### src/rtl/fetch_sequencer.sv
// fetch_sequencer
//   Instruction-fetch control. Owns the PC and keeps at most one instruction-memory
//   request outstanding. Redirects move the PC and flush the output buffer. A
//   response to a request that a redirect made wrong-path is dropped.
//   Each fetched instruction goes to decode through a one-entry valid/ready buffer.
//
//   Build option: define FETCH_PERF_CNT_EN to build the perf_fetched / perf_stall
//   counters. Without it, no counter registers exist and both ports read 0.
//
// Ports
//   clk, rst_n               clock, asynchronous active-low reset
//   redirect, redirect_addr  one-cycle jump request and its word-index target
//   imem_req, imem_addr      one-cycle request pulse to instruction memory, and its address
//   imem_rvalid, imem_rdata  one-cycle response strobe and its data
//   if_valid, if_ready       output-buffer handshake with decode
//   if_instr, if_pc          buffered instruction and its PC
//   if_pc_next               if_pc + 1, wrapping
//   perf_fetched, perf_stall delivered-instruction and stall-cycle counters
module fetch_sequencer #(
  parameter int unsigned    AW       = 32,
  parameter int unsigned    DW       = 32,
  parameter logic [AW-1:0]  RESET_PC = '0
) (
  input  logic          clk,
  input  logic          rst_n,
  input  logic          redirect,
  input  logic [AW-1:0] redirect_addr,
  output logic          imem_req,
  output logic [AW-1:0] imem_addr,
  input  logic          imem_rvalid,
  input  logic [DW-1:0] imem_rdata,
  output logic          if_valid,
  input  logic          if_ready,
  output logic [DW-1:0] if_instr,
  output logic [AW-1:0] if_pc,
  output logic [AW-1:0] if_pc_next,
  output logic [31:0]   perf_fetched,
  output logic [31:0]   perf_stall
);

  typedef enum logic [1:0] {S_REQ, S_WAIT, S_HOLD} state_t;

  state_t        state;
  logic [AW-1:0] pc;
  logic          discard;  // the outstanding response is wrong-path
  logic          xfer;

  assign xfer       = if_valid && if_ready;
  assign imem_req   = (state == S_REQ);
  assign imem_addr  = pc;
  assign if_pc_next = if_pc + AW'(1);

  always_ff @(posedge clk or negedge rst_n) begin
    if (!rst_n) begin
      state    <= S_REQ;
      pc       <= RESET_PC;
      discard  <= 1'b0;
      if_valid <= 1'b0;
      if_instr <= '0;
      if_pc    <= RESET_PC;
    end else if (redirect) begin
      // A redirect overrides every other event in the same cycle.
      pc       <= redirect_addr;
      if_valid <= 1'b0;
      case (state)
        S_REQ: begin
          // The request going out this cycle is already wrong-path.
          discard <= 1'b1;
          state   <= S_WAIT;
        end
        S_WAIT: begin
          if (imem_rvalid) begin
            // The pending response arrives now and is dropped, so no later
            // response needs to be dropped.
            discard <= 1'b0;
            state   <= S_REQ;
          end else begin
            discard <= 1'b1;
          end
        end
        default: state <= S_REQ;  // S_HOLD: any same-cycle transfer has already happened
      endcase
    end else begin
      case (state)
        S_REQ: state <= S_WAIT;  // a late response seen here is a stray and is ignored
        S_WAIT: begin
          if (imem_rvalid) begin
            if (discard) begin
              discard <= 1'b0;
              state   <= S_REQ;
            end else begin
              if_instr <= imem_rdata;
              if_pc    <= pc;
              if_valid <= 1'b1;
              pc       <= pc + AW'(1);
              state    <= S_HOLD;
            end
          end
        end
        S_HOLD: begin
          if (xfer) begin
            if_valid <= 1'b0;
            state    <= S_REQ;
          end
        end
        default: state <= S_REQ;
      endcase
    end
  end

`ifdef FETCH_PERF_CNT_EN
  logic [31:0] fetched_q;
  logic [31:0] stall_q;

  always_ff @(posedge clk or negedge rst_n) begin
    if (!rst_n) begin
      fetched_q <= '0;
      stall_q   <= '0;
    end else begin
      if (xfer)                  fetched_q <= fetched_q + 32'd1;
      if (if_valid && !if_ready) stall_q   <= stall_q + 32'd1;
    end
  end

  assign perf_fetched = fetched_q;
  assign perf_stall   = stall_q;
`else
  assign perf_fetched = '0;
  assign perf_stall   = '0;
`endif

endmodule

### config.mk
export PLATFORM = sky130hd
export DESIGN_NAME = fetch_sequencer
export DESIGN_NICKNAME = d
export VERILOG_FILES = /design/src/rtl/fetch_sequencer.sv
export SDC_FILE = /design/constraint.sdc
export NUM_CORES = 1
export LEC_CHECK = 0
export BUFFER_PORTS_ARGS = -buffer_cell sky130_fd_sc_hd__buf_2
export CORE_MARGIN = 4
export CORE_UTILIZATION = 26
export CTS_BUF_LIST = sky130_fd_sc_hd__clkbuf_8
export CTS_CLUSTER_SIZE = 24
export DETAILED_ROUTE_END_ITERATION = 7
export PLACE_DENSITY_LB_ADDON = 0.12
export RECOVER_POWER = 100
export SKIP_CTS_REPAIR_TIMING = 1
export SLEW_MARGIN = 20
export SYNTH_ARGS = -nofsm -noshare
export SYNTH_HDL_FRONTEND = slang
export SYNTH_SLANG_ARGS = --single-unit
### constraint.sdc
create_clock -name clk -period 1.7 [get_ports clk]
set_input_delay 0.085 -clock clk [delete_from_list [all_inputs] [get_ports clk]]
set_output_delay 0.085 -clock clk [all_outputs]
set_load 0.02 [all_outputs]
# After elaboration in Yosys (flattened, before gate mapping)
# Index checks and enable logic that the tools add are counted.
[totals]
output_inout_bits = 194
reg_bits = 100
in_bits = 69
wordCells = 49
[op_classes]
n_addsub = 2
reduce_logical = 11
n_eq_ne = 7
mux = 21
bitwise = 2
[ops]
columns = ["operator", "count"]
rows = [
  ["32-bit 2-to-1 mux", 4],
  ["32-bit by 1-bit adder with 32-bit output (second input constant)", 2],
  ["2-bit 2-to-1 mux", 5],
  ["3-bit != test (second input constant)", 3],
  ["1-bit 2-to-1 mux", 8],
  ["4-bit AND reduction", 2],
  ["2-bit one-hot mux with 3 select lines", 1],
  ["3-bit AND reduction", 2],
  ["2-bit nonzero test", 3],
  ["2-bit != test (second input constant)", 2],
  ["1-bit one-hot mux with 2 select lines", 2],
  ["2-bit one-hot mux with 2 select lines", 1],
  ["3-bit nonzero test", 1],
  ["2-bit by 1-bit equality test with 1-bit output (second input constant)", 1],
  ["2-bit equality test (second input constant)", 1],
  ["2-bit logical NOT", 1],
  ["1-bit inverter", 2],
  ["2-bit AND reduction", 1],
  ["1-bit logical AND", 1],
]

# Logic depth before layout (Yosys ltp)
# Gate-level depths: netlist of the first run.
[logic_depth]
word_depth = 5
depth_mapped = 7

# Least setup slack after synthesis of the first run
# OpenSTA, ideal clock, no wires.
[synth_timing]
path_type = "register to output"
from = "register if_pc[11]"
to = "output port if_pc_next[30]"
path_buffers = 1
stages_incl_launch_ff = 6
slack_ps = -433
required_time_ps = 1615
arrival_time_ps = 2048
path_cell_list = "dfrtp_1 -> nand3_1 -> nor4_1 -> buf_2 -> nand4_1 -> xnor2_1"
[synth_between]
elab_chain_cells = 1
[synth_lines]
columns = ["item", "line", "rtl"]
rows = [
  ["start: declaration", "35", "output logic [AW-1:0] if_pc,"],
  ["start signal: assignment", "93", "if_pc <= pc;"],
  ["32-bit by 1-bit adder with 32-bit output", "51", "assign if_pc_next = if_pc + AW'(1);"],
  ["end: declaration", "36", "output logic [AW-1:0] if_pc_next,"],
]
# No other way between the ends.

# Final worst setup path of the first run
[layout_timing]
from = "register if_pc[8]"
to = "output port if_pc_next[26]"
# Same word-level chain as after synthesis.

==> impl_metrics.yaml, run 1 <==
status:
  status: "finished with violations"
  violations: "negative setup slack"
pwr:
  peakVddDrop_uv: 608
  leakagePower_nw: 4.03
  powerDensity_mw_per_mm2: 1310
timing:
  rsz0062_at_grt: "yes"
  tightest_slew_ps: 943
  slew_headroom_pct: 37.1
  maxSlewViolCount: 0
  finalWorstSetupSlack_ps: -336
  fin_crit_sh_pct: 120
  fin_crit_ps: 2040
  setup_violations: 111
  max_freq_mhz: 491
  finClkSkew_ps: 14.8
  finalHoldViolations: 0
yosys:
  synthFlopType: "dfrtp_1"
  syn_area_per_cell_um2: 10.1
  syn_area_mm2: 0.00558
  synth_cell_types: 40
  synth_edf_count: 0
  synth_cells: 551
  synth-seq-cells: 100
  synth_warnings: 0
  ys_async_sr_fraction_pct: 100
  ys_seq_area_share_pct: 44.9
floorplanning:
  rows: 53
  die_width_um: 154
  core_mm2: 0.0211
  ioPinCount: 263
  die-area_mm2: 0.0239
  initial_utilization_pct: 26.5
  die_h_um: 154
clock_network:
  clkTransAtPathRegs_ps: 110
  clk_path_buf_depth: 2
  cts_max_level: 3
  insertion_delay_ps: 380
  cts_tree: "built"
  clockRootBuffer: "clkbuf_8"
  cts_sinks: 100
  cts_made_buffers: 9
worst_setup_path:
  end_kind: "output port"
  r2r_cells: 6
  timing.rr.end: "imem_addr[22]"
  rrSetupSlack_ps: -280
  reg2reg_from: "state[1]"
  start_kind: "flop"
  cp.arrival_ps: 1950
  crit_fanout: 8
  required_ps: 1620
  path_class: "reg2out"
placement:
  place_ws_ps: -150
  portBuffers: 198
  placed_cell_area_mm2: 0.00754
  place_congestion: 0.821
  place_hpwl_mm: 13.8
grt:
  grt_pass1_wl_mm: 27.5
  grt_pass1_vias: 5179
  grt_max_degree: 39
  track_usage_pct: 14.3
  antenna_found_initial: 1
  gr-total-overflow: 0
worst_hold_path:
  worstHoldPathCells: 4
  min_from: "redirect_addr[31]"
  hp-class: "in2reg"
  hold-path-endpoint: "imem_addr[31]"
drt:
  ant_nets: 0
  dr.pass1.iters: 4
  drt_iter0_markers: 165
  drc_errors: 0
  wl_mm: 18.4
  wl_per_cell_um: 15.5
  via_count: 5345
  viasPerCell: 4.51
job:
  maxCapViolCount: 0
cells_and_area:
  design_area_mm2: 0.00882
  nets: 977
  layout_commonest_cell: "buf_2"
  final_cell_mix: "buf_2, buf_4, dfrtp_1"
  antenna_cells: 0
  drive_gt1_share_pct: 47.6
  area_growth_pct: 58.1
-- sequential cells by signal, indices dropped and copies added, names as in the netlist --
register   cells
if_valid       1
discard        1
imem_addr     32
if_instr      32
if_pc         32
state          2
-- Yosys cell counts, types with 4 or more instances --
master / count / area share, %
o31ai_1: 12 / 1.6
nor4_1: 6 / 0.67
nand4_1: 26 / 2.9
buf_4: 64 / 8.6
dfrtp_1: 100 / 45
or3_1: 6 / 0.67
nor2b_1: 5 / 0.56
and2_1: 5 / 0.56
nor2_1: 24 / 1.6
buf_2: 4 / 0.36
clkbuf_1: 18 / 1.2
nand3_1: 34 / 3.0
o21ai_0: 18 / 1.6
or4_1: 19 / 2.6
a31oi_1: 13 / 1.5
xnor2_1: 26 / 4.1
and3_1: 7 / 0.78
inv_1: 11 / 0.74
a21oi_1: 5 / 0.45
nor3_1: 5 / 0.45
mux2_2: 60 / 12
o211ai_1: 8 / 1.1
nand2_1: 43 / 2.9
xor2_1: 12 / 1.9
-- metrics by stage --
stage          instances  total power [W]  TNS (ps)  utilization [%]  hold slack (ps)
5_1_grt             1186           0.0123    -30050             41.8             20.2
4_1_cts             1105           0.0113    -10550             36.8             -324
3_5_place_dp        1089          0.00959     -2180             35.8              110
6_report            1186           0.0116    -18090             41.8             16.8
3_3_place_gp        1089          0.00950      -902             35.8             99.6
2_1_floorplan        614          0.00733     -1660                -             -211
-- per-layer routing --
metal  track usage [%]  share of wire (%)
met5                 0              0.071
met2              24.2                 50
met4              5.47                2.4
met3              3.33                6.2
met1              17.7                 41
-- worst max-delay path by stage --
stage,start,to
6_report,if_pc[8],if_pc_next[26]
5_1_grt,if_pc[8],if_pc_next[25]
4_1_cts,if_pc[8],if_pc_next[25]
3_5_place_dp,discard,imem_addr[16]
3_3_place_gp,discard,imem_addr[16]
2_1_floorplan,imem_addr[7],imem_addr[25]
-- layout make-up --
cell class,count,area (um^2)
multi-input combinational,415,3120
sequential,100,2540
inverter,11,41.3
tap,275,344
clock buffer,9,124
clock inverter,7,83.8
timing repair buffer,369,2570
fill,2137,12300
-- report_power, final --
| group | leakage, nW | switching (W) | internal [W] | total, W |
|---|---|---|---|---|
| Combinational | 2.77 | 0.00342 | 0.00262 | 0.00604 |
| Sequential | 1.15 | 0.000669 | 0.00321 | 0.00388 |
| Clock | 0.102 | 0.000922 | 0.000704 | 0.00163 |
| Total | 4.03 | 0.00501 | 0.00654 | 0.0116 |
-- cell families after synthesis --
kind of cell / share of synthesized area, %
compound gates: 6.82
xor+xnor: 5.97
fa+ha+maj: 0.448
buf+inv: 11.2
flops: 44.9
mux: 12.3
other cells: 0.0672
simple gates: 18.4
-- worst max-delay path, stage by stage (launching register included) --
cell and delay [ps]:
dfrtp_2 440, nand3_4 100, nor4_4 260, buf_4 180, buf_12 120, nand4b_1 140, xnor2_2 160, buf_4 160
Power figures use the tool's default switching activity.
==> inputs of run 2 (changes only) <==
- ABC_AREA: default -> 1
==> run 2 against run 1 <==
Effect of this change: the run still ends with negative setup slack left; area after synthesis rose by 10%; combinational power rose by 5.1%; non-clock buffer count fell by 23; fmax rose by 2.3%; first-iteration DRC count rose by 65%; sequential share of layout area fell by 0.71 points; power rose by 4.2%.
==> impl_metrics.yaml, run 2 <==
status:
  status: "finished with violations"
  violations: "negative setup slack"
pwr:
  power_frac_seq_pct: 33.6
  pwr-share-comb_pct: 52.7
  p_clk_share_pct: 13.7
  p_sw_share_pct: 47.6
  intPower_w: 0.00631
  leakagePower_nw: 4.44
  total_power_w: 0.0120
  p_switching_w: 0.00573
  powerDensity_mw_per_mm2: 1340
  peakVddDrop_uv: 576
timing:
  max_freq_mhz: 502
  finClkSkew_ps: 13.5
  rsz0062_at_grt: "yes"
  fin_crit_sh_pct: 117
  maxSlewViolCount: 0
  setup_violations: 26
  tightest_slew_ps: 658
  slew_headroom_pct: 56.1
  finalWorstSetupSlack_ps: -291
  finalHoldViolations: 0
  fin_crit_ps: 1990
cells_and_area:
  layout_commonest_cell: "nand2_1"
  drive_gt1_share_pct: 27.5
  nets: 1264
  area_growth_pct: 45.6
  design_area_mm2: 0.00897
  final_cell_mix: "nand2_1, buf_4, buf_2"
worst_setup_path:
  cp.arrival_ps: 1910
  path_class: "reg2out"
  end_kind: "output port"
  required_ps: 1620
  start_kind: "flop"
  crit_fanout: 3
yosys:
  synth_cell_types: 37
  synth_cells: 860
  synth_top_area_share_pct: 40.6
  synth_xor_area_share_pct: 4.55
  synth_fa_ha_area_share_pct: 0.406
  synthMuxAreaShare_pct: 0
  synth_edf_count: 0
  synth-seq-cells: 100
  ys_seq_area_share_pct: 40.6
  syn_area_mm2: 0.00616
  synth_warnings: 0
  synth_top_family_by_area: "simple AND/OR/NAND/NOR gates"
  synth_compound_area_share_pct: 5.42
  synth_area_leaders: "dfrtp_1, nand2_1, buf_4"
  synth_common_cells: "nand2_1, dfrtp_1, nor2_1"
  synthSimpleGateAreaFrac_pct: 35.2
  synth_top_cell_by_area: "dfrtp_1"
  syn_area_per_cell_um2: 7.16
  synthFlopType: "dfrtp_1"
  synth_most_common_cell: "nand2_1"
  ys_async_sr_fraction_pct: 100
floorplanning:
  ioPinCount: 263
  die-area_mm2: 0.0262
  rows: 56
  die_h_um: 162
  core_mm2: 0.0234
  initial_utilization_pct: 26.3
  die_width_um: 162
grt:
  track_usage_pct: 15.9
  grt_pass1_wl_mm: 32.6
  gr-total-overflow: 0
  grt_pass1_vias: 5860
  antenna_found_initial: 2
  grt_max_degree: 37
clock_network:
  cts_made_buffers: 9
  clkTransAtPathRegs_ps: 110
  cts_max_level: 3
  cts_sinks: 100
  insertion_delay_ps: 380
  clk_path_buf_depth: 2
  cts_tree: "built"
  clockRootBuffer: "clkbuf_8"
drt:
  drc_errors: 0
  dr.pass1.iters: 4
  drt_iter0_markers: 272
  wl_mm: 22.2
  viasPerCell: 4.19
  via_count: 6357
  wl_met1_mm: 9.99
  ant_nets: 0
  dr_wl_met3_mm: 1.56
  wl_per_cell_um: 14.6
  top_layer: "met5"
  wl_met2_mm: 10.5
job:
  maxCapViolCount: 0
placement:
  place_hpwl_mm: 17.3
  placed_cell_area_mm2: 0.00769
  place_congestion: 0.851
  portBuffers: 198
worst_hold_path:
  hp-class: "in2reg"
-- run 2: changes by cell type after synthesis, moves of 17 or more --
cell / before / now
inv_1: 11 / 63
xnor2_1: 26 / 7
mux2_2: 60 / 0
nand4_1: 26 / 9
or4_1: 19 / 0
nand2_1: 43 / 313
nor2_1: 24 / 93
-- run 2: worst max-delay path, cell delays in order (launching register included) --
cell	delay, ps
dfrtp_2	400
ha_4	150
nand3_4	90
nor2_4	170
nand2_4	70
nor2_4	160
nand2_4	100
nor2_4	110
xor2_2	130
buf_4	150
-- run 2: stage by stage --
| stage | hold WS (ps) | setup WS [ps] | instances | util, % | TNS [ps] |
|---|---|---|---|---|---|
| floorplan | -211 | 40.8 | 923 | - | 0 |
| global placement | 21.1 | 21.2 | 1413 | 32.9 | 0 |
| detailed placement | 21.0 | 21.8 | 1413 | 32.9 | 0 |
| CTS | -405 | -421 | 1429 | 33.8 | -7040 |
| global route | 10.6 | -413 | 1517 | 38.3 | -8210 |
| finish | 7.47 | -291 | 1518 | 38.3 | -4820 |
-- run 2: power by group through the flow --
stage                     combinational [W]  clock, W  sequential, W
after floorplan                     0.00233         0        0.00497
after CTS                           0.00563   0.00172        0.00401
after global placement              0.00561         0        0.00406
final                               0.00635   0.00165        0.00405
after detailed placement            0.00563         0        0.00402
after global routing                0.00690   0.00180        0.00416
-- run 2: cells by family after synthesis --
logic type      Yosys count
flops                   100
buf+inv                 154
other cells               1
compound gates           63
simple gates            508
xor+xnor                 32
fa+ha+maj                 2
-- run 2: final timing paths --
check | from | to | slack (ps) | depth (start not counted)
worst min register to register | if_instr[2] | if_instr[2] | 490 | 2
max in group asynchronous | rst_n | if_pc[2] | 420 | 3
worst max register to register | imem_addr[8] | imem_addr[27] | 110 | 9
worst min-delay path | redirect_addr[14] | imem_addr[14] | 7 | 5
min in group asynchronous | rst_n | if_instr[3] | 240 | 2
worst max-delay path | if_pc[0] | if_pc_next[26] | -290 | 9
-- run 2: cell type report --
cell class | instances | area (um^2)
fillers | 2547 | 14400
multi-input cells | 669 | 3370
flip-flops and latches | 100 | 2520
repair buffers | 346 | 2210
well taps | 319 | 399
inverters | 67 | 251
clock buffers | 10 | 138
clock inverters | 6 | 70.1
diodes | 1 | 2.50
-- run 2: metal layers --
metal | up-vias | global-route usage, %
met1 | 2916 | 21.3
met5 | - | 0
met2 | 194 | 25.5
met3 | 14 | 4.95
met4 | 4 | 3.31
li1 | 3229 | -
==> inputs of run 3 (changes only) <==
- BUFFER_PORTS_ARGS: -buffer_cell sky130_fd_sc_hd__buf_2 -> -buffer_cell sky130_fd_sc_hd__buf_4
==> run 3 against run 2 <==
Effect of this change: the run still ends with negative setup slack left; global-route usage fell by 0.16 points; hold slack got worse by 4.4 ps; fmax fell by 1.6%; clock power rose by 16%; via count fell by 0.91%; combinational power rose by 6.6%; first-iteration DRC count fell by 22%; register-to-register slack got worse by 80 ps; power rose by 5.3%; final cell count fell by 0.33%; sequential share of layout area fell by 1.1 points; critical endpoint is now if_pc_next[25].
==> impl_metrics.yaml, run 3 (synthesis gave the netlist of run 2 again) <==
worst_setup_path:
  cpPeakStageDelay_ps: 410
  path_cells: "buf_6, nand3_4, inv_4, nand3_4, nor2_4, buf_4, nand3_4, nor2_1, nand2_1, nand2_1, buf_6"
  start_kind: "flop"
  crit_fanout: 4
  critPathMostFrequentCell: "nand3_4"
  cp.arrival_ps: 1940
  crit_slowest_cell: "dfrtp_2"
  path_class: "reg2out"
  end_kind: "output port"
  required_ps: 1620
worst_hold_path:
  hp-class: "in2reg"
clock_network:
  insertion_delay_ps: 380
  clkTransAtPathRegs_ps: 110
  cts_tree: "built"
  cts_sinks: 100
  clockRootBuffer: "clkbuf_8"
  clk_path_buf_depth: 2
  cts_max_level: 3
  cts_made_buffers: 9
cells_and_area:
  finish.utilization_pct: 39.7
  nets: 1260
  antenna_cells: 0
  area_growth_pct: 51.0
  layout_commonest_cell: "nand2_1"
  drive_gt1_share_pct: 27.4
  final_cell_mix: "nand2_1, buf_4, dfrtp_1"
drt:
  wl_per_cell_um: 14.7
  dr.pass1.iters: 5
  via_count: 6299
  wl_mm: 22.2
  wl_met1_mm: 9.77
  wl_met2_mm: 10.2
  dr_wl_met3_mm: 1.77
  viasPerCell: 4.16
  drt_iter0_markers: 213
  drc_errors: 0
  top_layer: "met4"
  ant_nets: 0
grt:
  track_usage_pct: 15.7
  grt_max_degree: 40
  grt_pass1_wl_mm: 32.2
  grt_pass1_vias: 5789
  gr-total-overflow: 0
  antenna_found_initial: 0
timing:
  hold_ws_ps: 3.05
  setup_violations: 26
  setup_tns_ps: -4920
  fin_crit_sh_pct: 119
  finalHoldViolations: 0
  max_freq_mhz: 494
  tightest_slew_ps: 654
  maxSlewViolCount: 0
  finClkSkew_ps: 14.6
  rsz0062_at_grt: "yes"
  finalWorstSetupSlack_ps: -324
  fin_crit_ps: 2020
  slew_headroom_pct: 56.4
pwr:
  peakVddDrop_uv: 583
  powerDensity_mw_per_mm2: 1360
  leakagePower_nw: 4.59
  total_power_w: 0.0127
status:
  violations: "negative setup slack"
  status: "finished with violations"
placement:
  portBuffers: 198
  place_congestion: 0.878
  place_hpwl_mm: 17.0
floorplanning:
  rows: 56
  ioPinCount: 263
  die-area_mm2: 0.0262
  die_h_um: 162
  core_mm2: 0.0234
  die_width_um: 162
  initial_utilization_pct: 26.3
job:
  maxCapViolCount: 0
## run 3: where the power goes
group	internal [W]	leakage, nW	switching [W]	total (W)
combinational	0.00270	3.25	0.00408	0.00677
clock	0.00102	0.122	0.000898	0.00192
sequential	0.00320	1.22	0.000797	0.00399
## run 3: layout make-up
class | instances | area (um^2)
Sequential cell | 100 | 2510
Timing Repair Buffer | 341 | 2480
Multi-Input combinational cell | 670 | 3400
Inverter | 67 | 256
Clock inverter | 6 | 111
Tap cell | 319 | 399
Fill cell | 2543 | 14100
Clock buffer | 10 | 138
## run 3: critical path, delay by kind of cell, from the launching register on
kind,cells,cell delay (ps)
and+or+nand+nor,7,690
buffers and inverters,4,460
DFF,1,410
## run 3: path summary, 6_finish.rpt
check	endpoint	startpoint	cells after the start	slack, ps
hold reg to reg	if_instr[0]	if_instr[0]	2	480
setup reg to reg	imem_addr[23]	imem_addr[0]	8	30
setup / recovery	if_pc_next[25]	if_pc[1]	11	-320
min in group asynchronous	if_instr[3]	rst_n	2	240
max in group asynchronous	if_pc[13]	rst_n	3	340
hold / removal	imem_addr[28]	redirect_addr[28]	5	3
## run 3: metal layers
| layer | up-vias | global-route usage (%) |
|---|---|---|
| li1 | 3224 | - |
| met1 | 2837 | 21.1 |
| met2 | 213 | 24.2 |
| met3 | 25 | 5.07 |
| met4 | 0 | 5.19 |
| met5 | - | 0 |
## run 3: stage by stage
stage / area, um^2 / worst slack (ps) / instances
2_1_floorplan: 6410 / 40.8 / 923
6_report: 9300 / -324 / 1513
3_5_place_dp: 8190 / 7.23 / 1412
4_1_cts: 8440 / -442 / 1428
3_3_place_gp: 8190 / -8.67 / 1412
5_1_grt: 9300 / -435 / 1513
